**src/rtl/ahb_pkg.sv**
```systemverilog
// Shared types and helpers for the AHB slave memory: FSM encoding, response
// and size codes, and the write byte-enable mask computation.
package ahb_pkg;

   typedef enum logic [2:0] {
      ST_IDLE = 3'd0,
      ST_WAIT = 3'd1,
      ST_DATA = 3'd2,
      ST_ERR1 = 3'd3,
      ST_ERR2 = 3'd4
   } state_t;

   localparam logic HRESP_OKAY  = 1'b0;
   localparam logic HRESP_ERROR = 1'b1;

   localparam logic [2:0] HSIZE_BYTE = 3'd0;
   localparam logic [2:0] HSIZE_HALF = 3'd1;
   localparam logic [2:0] HSIZE_WORD = 3'd2;

   // Byte lanes of a 32-bit word touched by a transfer of the given size.
   function automatic logic [3:0] byte_mask(input logic [2:0] size,
                                            input logic [1:0] addr_lo);
      logic [3:0] mask;
      case (size)
         HSIZE_BYTE: mask = 4'b0001 << addr_lo;
         HSIZE_HALF: mask = addr_lo[1] ? 4'b1100 : 4'b0011;
         default:    mask = 4'b1111;
      endcase
      return mask;
   endfunction

endpackage

```
**src/rtl/ahb_slave_mem_if.sv**
```systemverilog
// Master-to-slave AHB signal bundle for ahb_slave_mem.
interface ahb_slave_mem_if #(
   parameter int ADDR_WIDTH = 32,
   parameter int DATA_WIDTH = 32,
   parameter int SLAVES_NUM = 4
);
   localparam int HSEL_W = $clog2(SLAVES_NUM);

   logic [HSEL_W-1:0]     HSEL;
   logic [ADDR_WIDTH-1:0] HADDR;
   logic                  HWRITE;
   logic [2:0]            HSIZE;
   logic                  HREQ;
   logic                  HREADY;
   logic [DATA_WIDTH-1:0] HWDATA;
   logic [DATA_WIDTH-1:0] HRDATA;
   logic                  hreadyout;
   logic                  hresp;

   modport master (
      output HSEL, HADDR, HWRITE, HSIZE, HREQ, HREADY, HWDATA,
      input  HRDATA, hreadyout, hresp
   );

   modport slave (
      input  HSEL, HADDR, HWRITE, HSIZE, HREQ, HREADY, HWDATA,
      output HRDATA, hreadyout, hresp
   );

endinterface

```
**src/rtl/ahb_slave_regfile.sv**
```systemverilog
// Word-addressed register file: one byte-enabled write port, one registered
// read port, and same-edge forwarding of write data onto the read port.
module ahb_slave_regfile #(
   parameter int DATA_WIDTH = 32,
   parameter int DEPTH      = 16,
   parameter int IDX_W      = 4
) (
   input  logic                    clk,
   input  logic                    rst,
   input  logic                    wr_en,
   input  logic [IDX_W-1:0]        wr_idx,
   input  logic [DATA_WIDTH/8-1:0] wr_be,
   input  logic [DATA_WIDTH-1:0]   wdata,
   input  logic                    rd_en,
   input  logic [IDX_W-1:0]        rd_idx,
   output logic [DATA_WIDTH-1:0]   rdata
);
   localparam int NB = DATA_WIDTH / 8;

   logic [DATA_WIDTH-1:0] mem [DEPTH];
   logic [DATA_WIDTH-1:0] rd_word;

   // NOTE: the array has no reset so it maps onto plain storage; only rdata resets.
   always_ff @(posedge clk) begin
      if (wr_en) begin
         for (int b = 0; b < NB; b++) begin
            if (wr_be[b]) mem[wr_idx][b*8 +: 8] <= wdata[b*8 +: 8];
         end
      end
   end

   // NOTE: rd_word is assigned first on every path so no latch is inferred.
   always_comb begin
      rd_word = mem[rd_idx];
      if (wr_en && (wr_idx == rd_idx)) begin
         for (int b = 0; b < NB; b++) begin
            if (wr_be[b]) rd_word[b*8 +: 8] = wdata[b*8 +: 8];
         end
      end
   end

   always_ff @(posedge clk) begin
      if (rst)        rdata <= '0;
      else if (rd_en) rdata <= rd_word;
   end

endmodule

```
**src/rtl/ahb_slave_mem.sv**
```systemverilog
// AHB data-phase responder serving word reads/writes from a local register file.
// Optional byte/halfword writes are enabled by defining AHB_SLAVE_BYTE_LANE_EN.
module ahb_slave_mem
   import ahb_pkg::*;
#(
   parameter int                    ADDR_WIDTH  = 32,
   parameter int                    DATA_WIDTH  = 32,
   parameter int                    SLAVES_NUM  = 4,
   parameter int                    SLAVE_ID    = 0,
   parameter logic [ADDR_WIDTH-1:0] BASE_ADDR   = 32'h0000_0000,
   parameter int                    DEPTH       = 16,
   parameter int                    WAIT_STATES = 0
) (
   input logic             HCLK,
   input logic             HRESET,
   ahb_slave_mem_if.slave  bus
);
   localparam int                    NB        = DATA_WIDTH / 8;
   localparam int                    HSEL_W    = $clog2(SLAVES_NUM);
   localparam int                    IDX_W     = (DEPTH > 1) ? $clog2(DEPTH) : 1;
   localparam logic [ADDR_WIDTH-1:0] WIN_BYTES = ADDR_WIDTH'(DEPTH * 4);
   localparam logic [3:0]            WS_LOAD   = (WAIT_STATES > 0) ? 4'(WAIT_STATES - 1) : 4'd0;

   state_t                state, state_nxt;
   logic [3:0]            wait_cnt;
   logic [IDX_W-1:0]      idx_q;
   logic                  wr_q;
   logic [NB-1:0]         be_q;

   logic                  hreadyout_c, hresp_c;
   logic                  sel_valid, in_range, size_err, req_err;
   logic [ADDR_WIDTH-1:0] offset;
   logic [IDX_W-1:0]      idx_d, rd_idx;
   logic [NB-1:0]         be_d;
   logic                  enter_data, rd_en, wr_en;

   // Address-phase decode of the incoming request.
   assign sel_valid = bus.HREQ & bus.HREADY & (bus.HSEL == HSEL_W'(SLAVE_ID)) & hreadyout_c;
   assign offset    = bus.HADDR - BASE_ADDR;
   assign in_range  = (bus.HADDR >= BASE_ADDR) && (offset < WIN_BYTES);
   assign idx_d     = offset[IDX_W+1:2];
   assign req_err   = !in_range || size_err;

`ifdef AHB_SLAVE_BYTE_LANE_EN
   always_comb begin
      size_err = (bus.HSIZE > HSIZE_WORD) || ((bus.HSIZE == HSIZE_HALF) && bus.HADDR[0]);
      be_d     = NB'(byte_mask(bus.HSIZE, bus.HADDR[1:0]));
   end
`else
   logic unused_bits;
   assign size_err    = 1'b0;
   assign be_d        = '1;
   assign unused_bits = ^{bus.HSIZE, bus.HADDR[1:0]};
`endif

   always_ff @(posedge HCLK) begin
      if (HRESET) state <= ST_IDLE;
      else        state <= state_nxt;
   end

   always_comb begin
      state_nxt = state;
      unique case (state)
         ST_IDLE, ST_DATA, ST_ERR2: begin
            if (!sel_valid)         state_nxt = ST_IDLE;
            else if (req_err)       state_nxt = ST_ERR1;
            else if (WAIT_STATES > 0) state_nxt = ST_WAIT;
            else                    state_nxt = ST_DATA;
         end
         ST_WAIT: if (wait_cnt == 4'd0) state_nxt = ST_DATA;
         ST_ERR1: state_nxt = ST_ERR2;
         default: state_nxt = ST_IDLE;
      endcase
   end

   always_comb begin
      hreadyout_c = 1'b1;
      hresp_c     = HRESP_OKAY;
      case (state)
         ST_WAIT: hreadyout_c = 1'b0;
         ST_ERR1: begin
            hreadyout_c = 1'b0;
            hresp_c     = HRESP_ERROR;
         end
         ST_ERR2: hresp_c = HRESP_ERROR;
         default: ;
      endcase
   end

   // Captured address phase plus the wait-state countdown.
   always_ff @(posedge HCLK) begin
      if (HRESET) begin
         wait_cnt <= 4'd0;
         idx_q    <= '0;
         wr_q     <= 1'b0;
         be_q     <= '0;
      end else begin
         if (sel_valid) begin
            idx_q    <= idx_d;
            wr_q     <= bus.HWRITE;
            be_q     <= be_d;
            wait_cnt <= WS_LOAD;
         end else if ((state == ST_WAIT) && (wait_cnt != 4'd0)) begin
            wait_cnt <= wait_cnt - 4'd1;
         end
      end
   end

   // Reads are registered on the edge that enters DATA; a read accepted straight
   // out of IDLE/DATA/ERR2 uses the live address, one leaving WAIT the captured one.
   assign enter_data = (sel_valid && !req_err && (WAIT_STATES == 0)) ||
                       ((state == ST_WAIT) && (wait_cnt == 4'd0));
   assign rd_en      = enter_data && (sel_valid ? !bus.HWRITE : !wr_q);
   assign rd_idx     = sel_valid ? idx_d : idx_q;
   assign wr_en      = (state == ST_DATA) && wr_q && !HRESET;

   assign bus.hreadyout = hreadyout_c;
   assign bus.hresp     = hresp_c;

   ahb_slave_regfile #(
      .DATA_WIDTH (DATA_WIDTH),
      .DEPTH      (DEPTH),
      .IDX_W      (IDX_W)
   ) u_regfile (
      .clk    (HCLK),
      .rst    (HRESET),
      .wr_en  (wr_en),
      .wr_idx (idx_q),
      .wr_be  (be_q),
      .wdata  (bus.HWDATA),
      .rd_en  (rd_en),
      .rd_idx (rd_idx),
      .rdata  (bus.HRDATA)
   );

endmodule

```
**src/flat_wrapper.sv**
```systemverilog
// flat-port wrapper written by rule: the top's interface ports become plain ports
module ahb_slave_mem_flat import ahb_pkg::*;
#(
   parameter int                    ADDR_WIDTH  = 32,
   parameter int                    DATA_WIDTH  = 32,
   parameter int                    SLAVES_NUM  = 4,
   parameter int                    SLAVE_ID    = 0,
   parameter logic [ADDR_WIDTH-1:0] BASE_ADDR   = 32'h0000_0000,
   parameter int                    DEPTH       = 16,
   parameter int                    WAIT_STATES = 0
)
  (HCLK, HRESET, bus_HSEL, bus_HADDR, bus_HWRITE, bus_HSIZE, bus_HREQ, bus_HREADY, bus_HWDATA, bus_HRDATA, bus_hreadyout, bus_hresp);
  ahb_slave_mem_if #(.ADDR_WIDTH(ADDR_WIDTH), .DATA_WIDTH(DATA_WIDTH), .SLAVES_NUM(SLAVES_NUM)) bus_i ();
  input logic HCLK;
  input logic HRESET;
  input wire logic [$bits(bus_i.HSEL)-1:0] bus_HSEL;
  input wire logic [$bits(bus_i.HADDR)-1:0] bus_HADDR;
  input wire logic [$bits(bus_i.HWRITE)-1:0] bus_HWRITE;
  input wire logic [$bits(bus_i.HSIZE)-1:0] bus_HSIZE;
  input wire logic [$bits(bus_i.HREQ)-1:0] bus_HREQ;
  input wire logic [$bits(bus_i.HREADY)-1:0] bus_HREADY;
  input wire logic [$bits(bus_i.HWDATA)-1:0] bus_HWDATA;
  output wire logic [$bits(bus_i.HRDATA)-1:0] bus_HRDATA;
  output wire logic [$bits(bus_i.hreadyout)-1:0] bus_hreadyout;
  output wire logic [$bits(bus_i.hresp)-1:0] bus_hresp;
  assign bus_i.HSEL = bus_HSEL;
  assign bus_i.HADDR = bus_HADDR;
  assign bus_i.HWRITE = bus_HWRITE;
  assign bus_i.HSIZE = bus_HSIZE;
  assign bus_i.HREQ = bus_HREQ;
  assign bus_i.HREADY = bus_HREADY;
  assign bus_i.HWDATA = bus_HWDATA;
  assign bus_HRDATA = bus_i.HRDATA;
  assign bus_hreadyout = bus_i.hreadyout;
  assign bus_hresp = bus_i.hresp;
  ahb_slave_mem #(.ADDR_WIDTH(ADDR_WIDTH), .DATA_WIDTH(DATA_WIDTH), .SLAVES_NUM(SLAVES_NUM), .SLAVE_ID(SLAVE_ID), .BASE_ADDR(BASE_ADDR), .DEPTH(DEPTH), .WAIT_STATES(WAIT_STATES)) u_core (.HCLK(HCLK), .HRESET(HRESET), .bus(bus_i));
endmodule
```
**config.mk**
```make
export PLATFORM = sky130hd
export DESIGN_NAME = ahb_slave_mem_flat
export DESIGN_NICKNAME = d
export VERILOG_FILES = /design/src/rtl/ahb_pkg.sv /design/src/rtl/ahb_slave_mem_if.sv /design/src/rtl/ahb_slave_regfile.sv /design/src/rtl/ahb_slave_mem.sv /design/src/flat_wrapper.sv
export SDC_FILE = /design/constraint.sdc
export NUM_CORES = 1
export LEC_CHECK = 0
export CORE_MARGIN = 2
export CORE_UTILIZATION = 60
export CTS_BUF_LIST = sky130_fd_sc_hd__clkbuf_4 sky130_fd_sc_hd__clkbuf_8
export DETAILED_ROUTE_END_ITERATION = 10
export PLACE_DENSITY = 0.79
export SLEW_MARGIN = 5
export SYNTH_ARGS = -nofsm -noshare
export SYNTH_HDL_FRONTEND = slang
export SYNTH_SLANG_ARGS = --single-unit
export TNS_END_PERCENT = 50
```
**constraint.sdc**
```tcl
create_clock -name HCLK -period 4.8 [get_ports HCLK]
set_input_delay 0.48 -clock HCLK [delete_from_list [all_inputs] [get_ports HCLK]]
set_output_delay 0.48 -clock HCLK [all_outputs]
set_load 0.03 [all_outputs]
```
==> summary.md, run 1 <==
| Metric | Value |
|---|---|
| Total power | 9.71 mW |
| Period utilization | 72.3% |
| Area contributors post-synth | edfxtp_1 70%, nand2_1 4.5%, dfxtp_1 4.1% |
| Slew @ Worst Pin | 1.30 ns |
| WP buf/inv | 2 |
| RSZ-0062 raised after global routing | false |
| Number of remaining DRC errors | 0 |
| Clk buf depth | 3 |
| # resized after CTS | 0 |
| Post-Synth Simple-Gate Area | 9.43% |
| Max incr delay on CP | 0.94 ns |
| Layout area overhead | 16.0% |
| Syn Inst Count | 1472 |
| Die height | 196 µm |
| CTS sink cnt | 557 |
| Die X | 196 µm |
| DRT met1 WL | 20.5 mm |
| Commonest non-fill, non-tap cell in the layout | edfxtp_1 |
| Final ANT Viol Nets | 0 |
| Worst Hold Class | in -> reg |
| Gpl congestion | 0.794 |
| Top sig layer | met4 |
| Routed wl met2 | 25.3 mm |
| Post-synth ARST share | 0% |
| Slew margin rel. | 13.5% |
| # setup viols final | 0 |
| Top Family by Delay on Critical Path | simple AND/OR/NAND/NOR gates |
| CTS Hold Bufs | 0 |
| Reg clk slew, reported paths | 0.06 ns |
| Max VDD drop | 0.293 mV |
| Via count | 13816 |
| Sequential-to-total area share from yosys stat | 74.0% |
| Critical Path RT | 5.27 ns |
| Main combinational cell family by area after synthesis | simple AND/OR/NAND/NOR gates |
| Crit-path cells | and2b_4 > inv_4 > nand3_2 > and2_4 > nor3_2 > buf_4 > a32oi_1 > nand4_1 > a31oi_1 |
| Cell Area, Placed | 23700 µm² |
| Worst EP arrival | 3.94 ns |
| Top-area cell type share of the netlist area | 69.9% |
| MaxCap Viol Count | 0 |
| Max FO, Critical Path | 55 |
| Core Area | 36300 µm² |
| Initial drt markers | 1327 |
| Starting Density | 60.5% |
| Row Count | 70 |
| Crit-path slowest cell | nor3_2 |
| Area of the mapped netlist | 22000 µm² |
| Largest net degree at the start of global routing | 57 |
| First-pass DRT Iterations | 5 |
| YS warnings | 0 |
| Synth Area in Compound Gates | 7.89% |
| Io pins | 108 |
| Max H-tree Level | 3 |
| Vias/cell | 6.43 |
| Cell area power density | 380 nW/µm² |
| Number of flops mapped to enable cells by yosys | 512 |
| Layout cells sized above 1 | 16.1% |
| Register area | 16300 µm² |
| Mux share of post-synthesis cell area | 6.12% |
| Max Clock Freq | 288 MHz |
| Num CTS Buffers | 86 |
| Overall Global Routing Usage | 27.2% |
| # nets final | 1685 |
| Post-synth top flop | edfxtp_1 |
| Post-CTS Setup Bufs | 0 |
| Yosys top cell by area | edfxtp_1 |
| Area of the multi-input gates | 5430 µm² |
| PortBufs | 102 |
| Syn avg cell area | 15.0 µm² |
| Max-slew violation count | 0 |
| Post-synthesis adder-cell area fraction | 0.0569% |
| Global-route wire length before repair | 77.7 mm |
| Full die area | 38200 µm² |
| Diode count | 0 |
| Vias in the first global route | 13483 |
| Endpoint class of the critical path | register |
| Mapped Nets | 1547 |
| Root buf cell | clkbuf_8 |
| Run status | finished, final reports clean |
| Cell leakage power | 8.50 nW |
| Min Clock Period, post-route | 3.47 ns |
| XOR/XNOR share of the synthesized area | 0.279% |
| Flops & latches, synth | 557 |
| CTS tree | yes |
| GR Overflow Total | 0 |
| Critical Path Start Type | register |
| Critical path type | reg -> reg |
| DP Wirelength | 28.9 mm |
| Later-pin clock latency in the skew report | 0.65 ns |
| Initial antenna violation count | 0 |
| Hold Vio Cnt, Final | 0 |
| Clk_skew | 0.0265 ns |
| Final Cell Area | 25500 µm² |
| Fill count | 2357 |
| Wire length per cell | 24.3 µm |
| DRT Wirelength | 52.3 mm |
| Met3 WL | 4.56 mm |
| Yosys cell types | 56 |
| Setup TNS | 0 ns |
| Most frequent cells in the layout | 512 x edfxtp_1, 261 x nand2_1, 101 x clkdlybuf4s50_1 |
==> flip-flops by register name (all words and copies together), names as in the netlist <==
name,flops
u_core.state,3
u_core.wait_cnt,4
u_core.wr_q,1
u_core.u_regfile.rdata,32
u_core.u_regfile.mem,512
u_core.be_q,1
u_core.idx_q,4
==> cell usage after synthesis, types with 12 or more instances <==
| cell type | instances |
|---|---|
| a21oi_1 | 27 |
| a311oi_1 | 22 |
| a31oi_1 | 23 |
| a32o_1 | 21 |
| a32oi_1 | 42 |
| and3_1 | 33 |
| buf_2 | 32 |
| clkbuf_1 | 49 |
| dfxtp_1 | 45 |
| edfxtp_1 | 512 |
| mux2_2 | 42 |
| mux2i_1 | 86 |
| nand2_1 | 262 |
| nand3_1 | 25 |
| nand3b_1 | 13 |
| nand4_1 | 23 |
| nor2_1 | 35 |
| nor3_1 | 22 |
| o21ai_0 | 12 |
| o22ai_1 | 21 |
==> per-stage QoR <==
step	hold WS (ns)	worst slack, ns	std cells	utilization, %
after global placement	0.467	0.900	1990	65.3
after CTS	0.149	1.36	2149	70.2
after floorplan	0.445	0.805	1472	-
after global routing	0.190	1.18	2149	70.2
final	0.171	1.33	2149	70.2
after detailed placement	0.463	0.793	1990	65.3
==> where the power goes <==
| group | internal [mW] | leakage (nW) | switching [mW] |
|---|---|---|---|
| Clock | 2.26 | 0.953 | 1.78 |
| Sequential | 5.30 | 4.96 | 0.00625 |
| Combinational | 0.139 | 2.58 | 0.229 |
==> worst reg2reg max path, delay by kind of cell (launching register included) <==
| family | cells | cell delay (ns) |
|---|---|---|
| AND/OR/NAND/NOR | 5 | 2.18 |
| flip-flops | 1 | 0.42 |
| AO/OA/AOI/OAI | 2 | 0.19 |
| buffers and inverters | 2 | 0.52 |
==> worst paths after layout <==
check / from / endpoint / slack [ns] / depth (start not counted)
worst max-delay path: u_core.state[2] / u_core.u_regfile.rdata[1] / 1.33 / 9
worst min-delay path: HRESET / u_core.state[2] / 0.17 / 3
worst max register to register: u_core.state[2] / u_core.u_regfile.rdata[1] / 1.33 / 9
worst min register to register: u_core.u_regfile.rdata[22] / u_core.u_regfile.rdata[22] / 0.48 / 2
==> logic make-up (layout without fill, tap and decap cells) <==
| family | count (synthesis) | count (layout) |
|---|---|---|
| AOI/OAI and AO/OA | 230 | 230 |
| xor gates and xnor gates | 7 | 7 |
| adders and majority gates | 1 | 1 |
| buffers and inverters | 100 | 309 |
| DFF | 557 | 557 |
| muxes | 129 | 129 |
| and+or+nand+nor | 448 | 448 |
==> layout make-up <==
cell class | instances | share of cell area [%]
flip-flops and latches | 557 | 63.8
multi-input cells | 815 | 21.3
clock buffers | 132 | 6.33
repair buffers | 145 | 5.54
well taps | 468 | 2.29
clock inverters | 27 | 0.706
inverters | 5 | 0.0834
==> per-layer routing <==
metal	vias up	global-route usage (%)
met4	0	11.8
met1	6834	35.6
met2	805	45.0
li1	6031	-
met3	146	5.25
met5	-	0
(Power assumes the default switching activity.)
==> run 2, diff against run 1 <==
clock period = 3.55 ns   (was 4.8 ns; I/O delays follow)
==> run 2 against run 1 <==
Register-to-register slack worse by 0.68 ns. Critical path type unchanged. Largest power group unchanged. Clock power is 32% higher. Global-route usage is 0.73 points higher. Sequential power is 35% higher. Clock-buffer cell count is 7 lower. Cell count is 0.65% higher. Die area stayed put. Hold slack worse by 0.13 ns. Power is 34% higher. First-iteration DRC count is 15% higher. Sequential share of layout area is 0.83 points lower.
==> summary.md, run 2 (synthesized netlist as in run 1, its figures left out) <==
| Metric | Value |
|---|---|
| Levels on crit path | 9 (unchanged) |
| Slew margin rel. | 33.5% (+20 points) |
| Regs by FF count | u_core.u_regfile.mem (512), u_core.u_regfile.rdata (32) |
| Overall Global Routing Usage | 28.0% (+0.73 points) |
| Num CTS Buffers | 85 (-1.2%) |
| # resized after CTS | 0 (unchanged) |
| Number of remaining DRC errors | 0 (unchanged) |
| # setup viols final | 0 (unchanged) |
| Top Family by Delay on Critical Path | simple AND/OR/NAND/NOR gates |
| Worst EP arrival | 3.36 ns (-0.58 ns) |
| DP Wirelength | 29.6 mm (+2.6%) |
| Cell area power density | 504 nW/µm² (+32%) |
| Most frequent cells in the layout | 512 x edfxtp_1, 261 x nand2_1, 101 x clkdlybuf4s50_1 |
| CTS tree | yes |
| Crit-path slowest cell | nor3_2 |
| MaxCap Viol Count | 0 (unchanged) |
| Hold Vio Cnt, Final | 0 (unchanged) |
| Cell leakage power | 8.59 nW (+1.1%) |
| Run status | finished, final reports clean |
| Starting Density | 60.5% (unchanged) |
| Min Clock Period, post-route | 2.90 ns (-0.571 ns) |
| Area of the multi-input gates | 5440 µm² (+0.23%) |
| Wire length per cell | 24.6 µm (+1.3%) |
| Post-CTS Setup Bufs | 0 (unchanged) |
| Crit-path cells | and2b_4 > nor2_2 > buf_4 > mux2i_4 > nor3_2 > buf_4 > a32oi_1 > nand4_1 > a31oi_1 |
| Setup TNS | 0 ns (unchanged) |
| Max Clock Freq | 345 MHz (+20%) |
| Vias in the first global route | 13536 (+0.39%) |
| Root buf cell | clkbuf_8 |
| Endpoint class of the critical path | register |
| Clk buf depth | 3 (unchanged) |
| Clk_skew | 0.0369 ns (+0.0103 ns) |
| Initial antenna violation count | 1 (+1) |
| Final ANT Viol Nets | 0 (unchanged) |
| Largest Register | u_core.u_regfile.mem |
| Worst Setup SP | u_core.state[2] |
| Via count | 13868 (+0.38%) |
| GR Overflow Total | 0 (unchanged) |
| RSZ-0062 raised after global routing | false |
| PortBufs | 102 (unchanged) |
| Slew @ Worst Pin | 0.991 ns (-0.305 ns) |
| Max reg flops | 512 (unchanged) |
| Met2 usage | 45.5% (+0.54 points) |
| Setup crit end | u_core.u_regfile.rdata[16] |
| Layout area overhead | 17.5% |
| Reg clk slew, reported paths | 0.06 ns (about the same) |
| Io pins | 108 (unchanged) |
| # nets final | 1701 (+0.95%) |
| CTS Hold Bufs | 0 (unchanged) |
| Worst slack on hold paths | 0.0397 ns (-0.131 ns) |
| Grt peak-use layer | met2 |
| Register area | 16300 µm² (unchanged) |
| Core Area | 36300 µm² (unchanged) |
| Full die area | 38200 µm² (unchanged) |
| Diode count | 0 (unchanged) |
| Max FO, Critical Path | 12 (-78%) |
| Flop-to-flop setup slack | 0.65 ns (-0.68 ns) |
| Largest net degree at the start of global routing | 59 (+3.5%) |
| Row Count | 70 (unchanged) |
| Global-route wire length before repair | 79.0 mm (+1.7%) |
| WP buf/inv | 2 (unchanged) |
| Critical path type | reg -> reg |
| DRT Wirelength | 53.3 mm (+1.9%) |
| Die X | 196 µm (unchanged) |
| Period utilization | 81.6% (+9.4 points) |
| First-pass DRT Iterations | 5 (unchanged) |
| Met3 Resource Use GR | 5.77% (+0.52 points) |
| Max H-tree Level | 3 (unchanged) |
| FF-to-FF path depth | 9 (unchanged) |
| Layout cells sized above 1 | 16.6% (+0.58 points) |
| Die height | 196 µm (unchanged) |
| Max incr delay on CP | 0.84 ns (-0.10 ns) |
| Vias/cell | 6.41 (-0.27%) |
| Later-pin clock latency in the skew report | 0.64 ns (about the same) |
| Worst Hold Class | in -> reg |
| Fill count | 2258 (-4.2%) |
| Critical Path Start Type | register |
| Initial drt markers | 1521 (+15%) |
| Commonest non-fill, non-tap cell in the layout | edfxtp_1 |
| Max VDD drop | 0.332 mV (+13%) |
| Cell mode on critical path | buf_4 |
| Worst R2R Start | u_core.state[2] |
| Met1 Track Usage GR | 37.3% (+1.6 points) |
| Gpl congestion | 0.807 (+1.7%) |
| Critical Path RT | 4.02 ns (-1.25 ns) |
| Reg2reg end | u_core.u_regfile.rdata[16] |
| Max-slew violation count | 0 (unchanged) |
| CTS sink cnt | 557 (unchanged) |
## run 2: cell count changes in the layout (fill, tap and decap cells not counted), sizes merged
cell | previous run | this run
inv | 7 | 6
clkinv | 21 | 24
buf | 44 | 61
clkbuf | 132 | 125
clkinvlp | 2 | 4
## run 2: per-stage QoR
step,cell area (µm²),instances,utilization [%],power (mW),setup slack [ns]
3_3_place_gp,24100,2007,66.3,7.80,0.301
5_1_grt,25900,2163,71.1,13.4,0.522
3_5_place_dp,24100,2007,66.3,7.82,0.235
2_1_floorplan,22000,1472,-,7.55,-0.152
6_report,25900,2163,71.1,13.0,0.652
4_1_cts,25900,2163,71.1,13.1,0.709
## run 2: worst min-delay path by stage
stage	from	to	slack [ns]	depth (start not counted)
after global placement	u_core.wr_q	u_core.wr_q	0.45	2
after global routing	HRESET	u_core.state[2]	0.05	3
after floorplan	u_core.wr_q	u_core.wr_q	0.44	2
after detailed placement	u_core.wr_q	u_core.wr_q	0.46	2
after CTS	HRESET	u_core.state[2]	0.01	3
final	HRESET	u_core.state[2]	0.04	3
## run 2: final cells by class
type / instances / share of cell area, %
inverter: 5 / 0.0823
clock buffer: 125 / 5.98
sequential: 557 / 62.9
clock inverter: 31 / 0.769
tap: 468 / 2.26
timing repair buffer: 162 / 6.93
multi-input combinational: 815 / 21.0
## run 2: power breakdown
part           leakage (nW)  internal [mW]  switching (mW)
sequential             4.96           7.16         0.00929
combinational          2.72          0.202           0.315
clock                 0.916           2.94            2.39
## run 2: worst register-to-register path, stage by stage, from the launching register on
cell and delay (ns):
dfxtp_1 0.42, and2b_4 0.26, nor2_2 0.18, buf_4 0.25, mux2i_4 0.09, nor3_2 0.84, buf_4 0.38, a32oi_1 0.09
nand4_1 0.13, a31oi_1 0.09
## run 2: routing by layer
layer / wire (µm) / vias up
met5: 16 / -
met1: 20300 / 6824
li1: - / 6060
met4: 1750 / 2
met3: 5530 / 144
met2: 25700 / 838
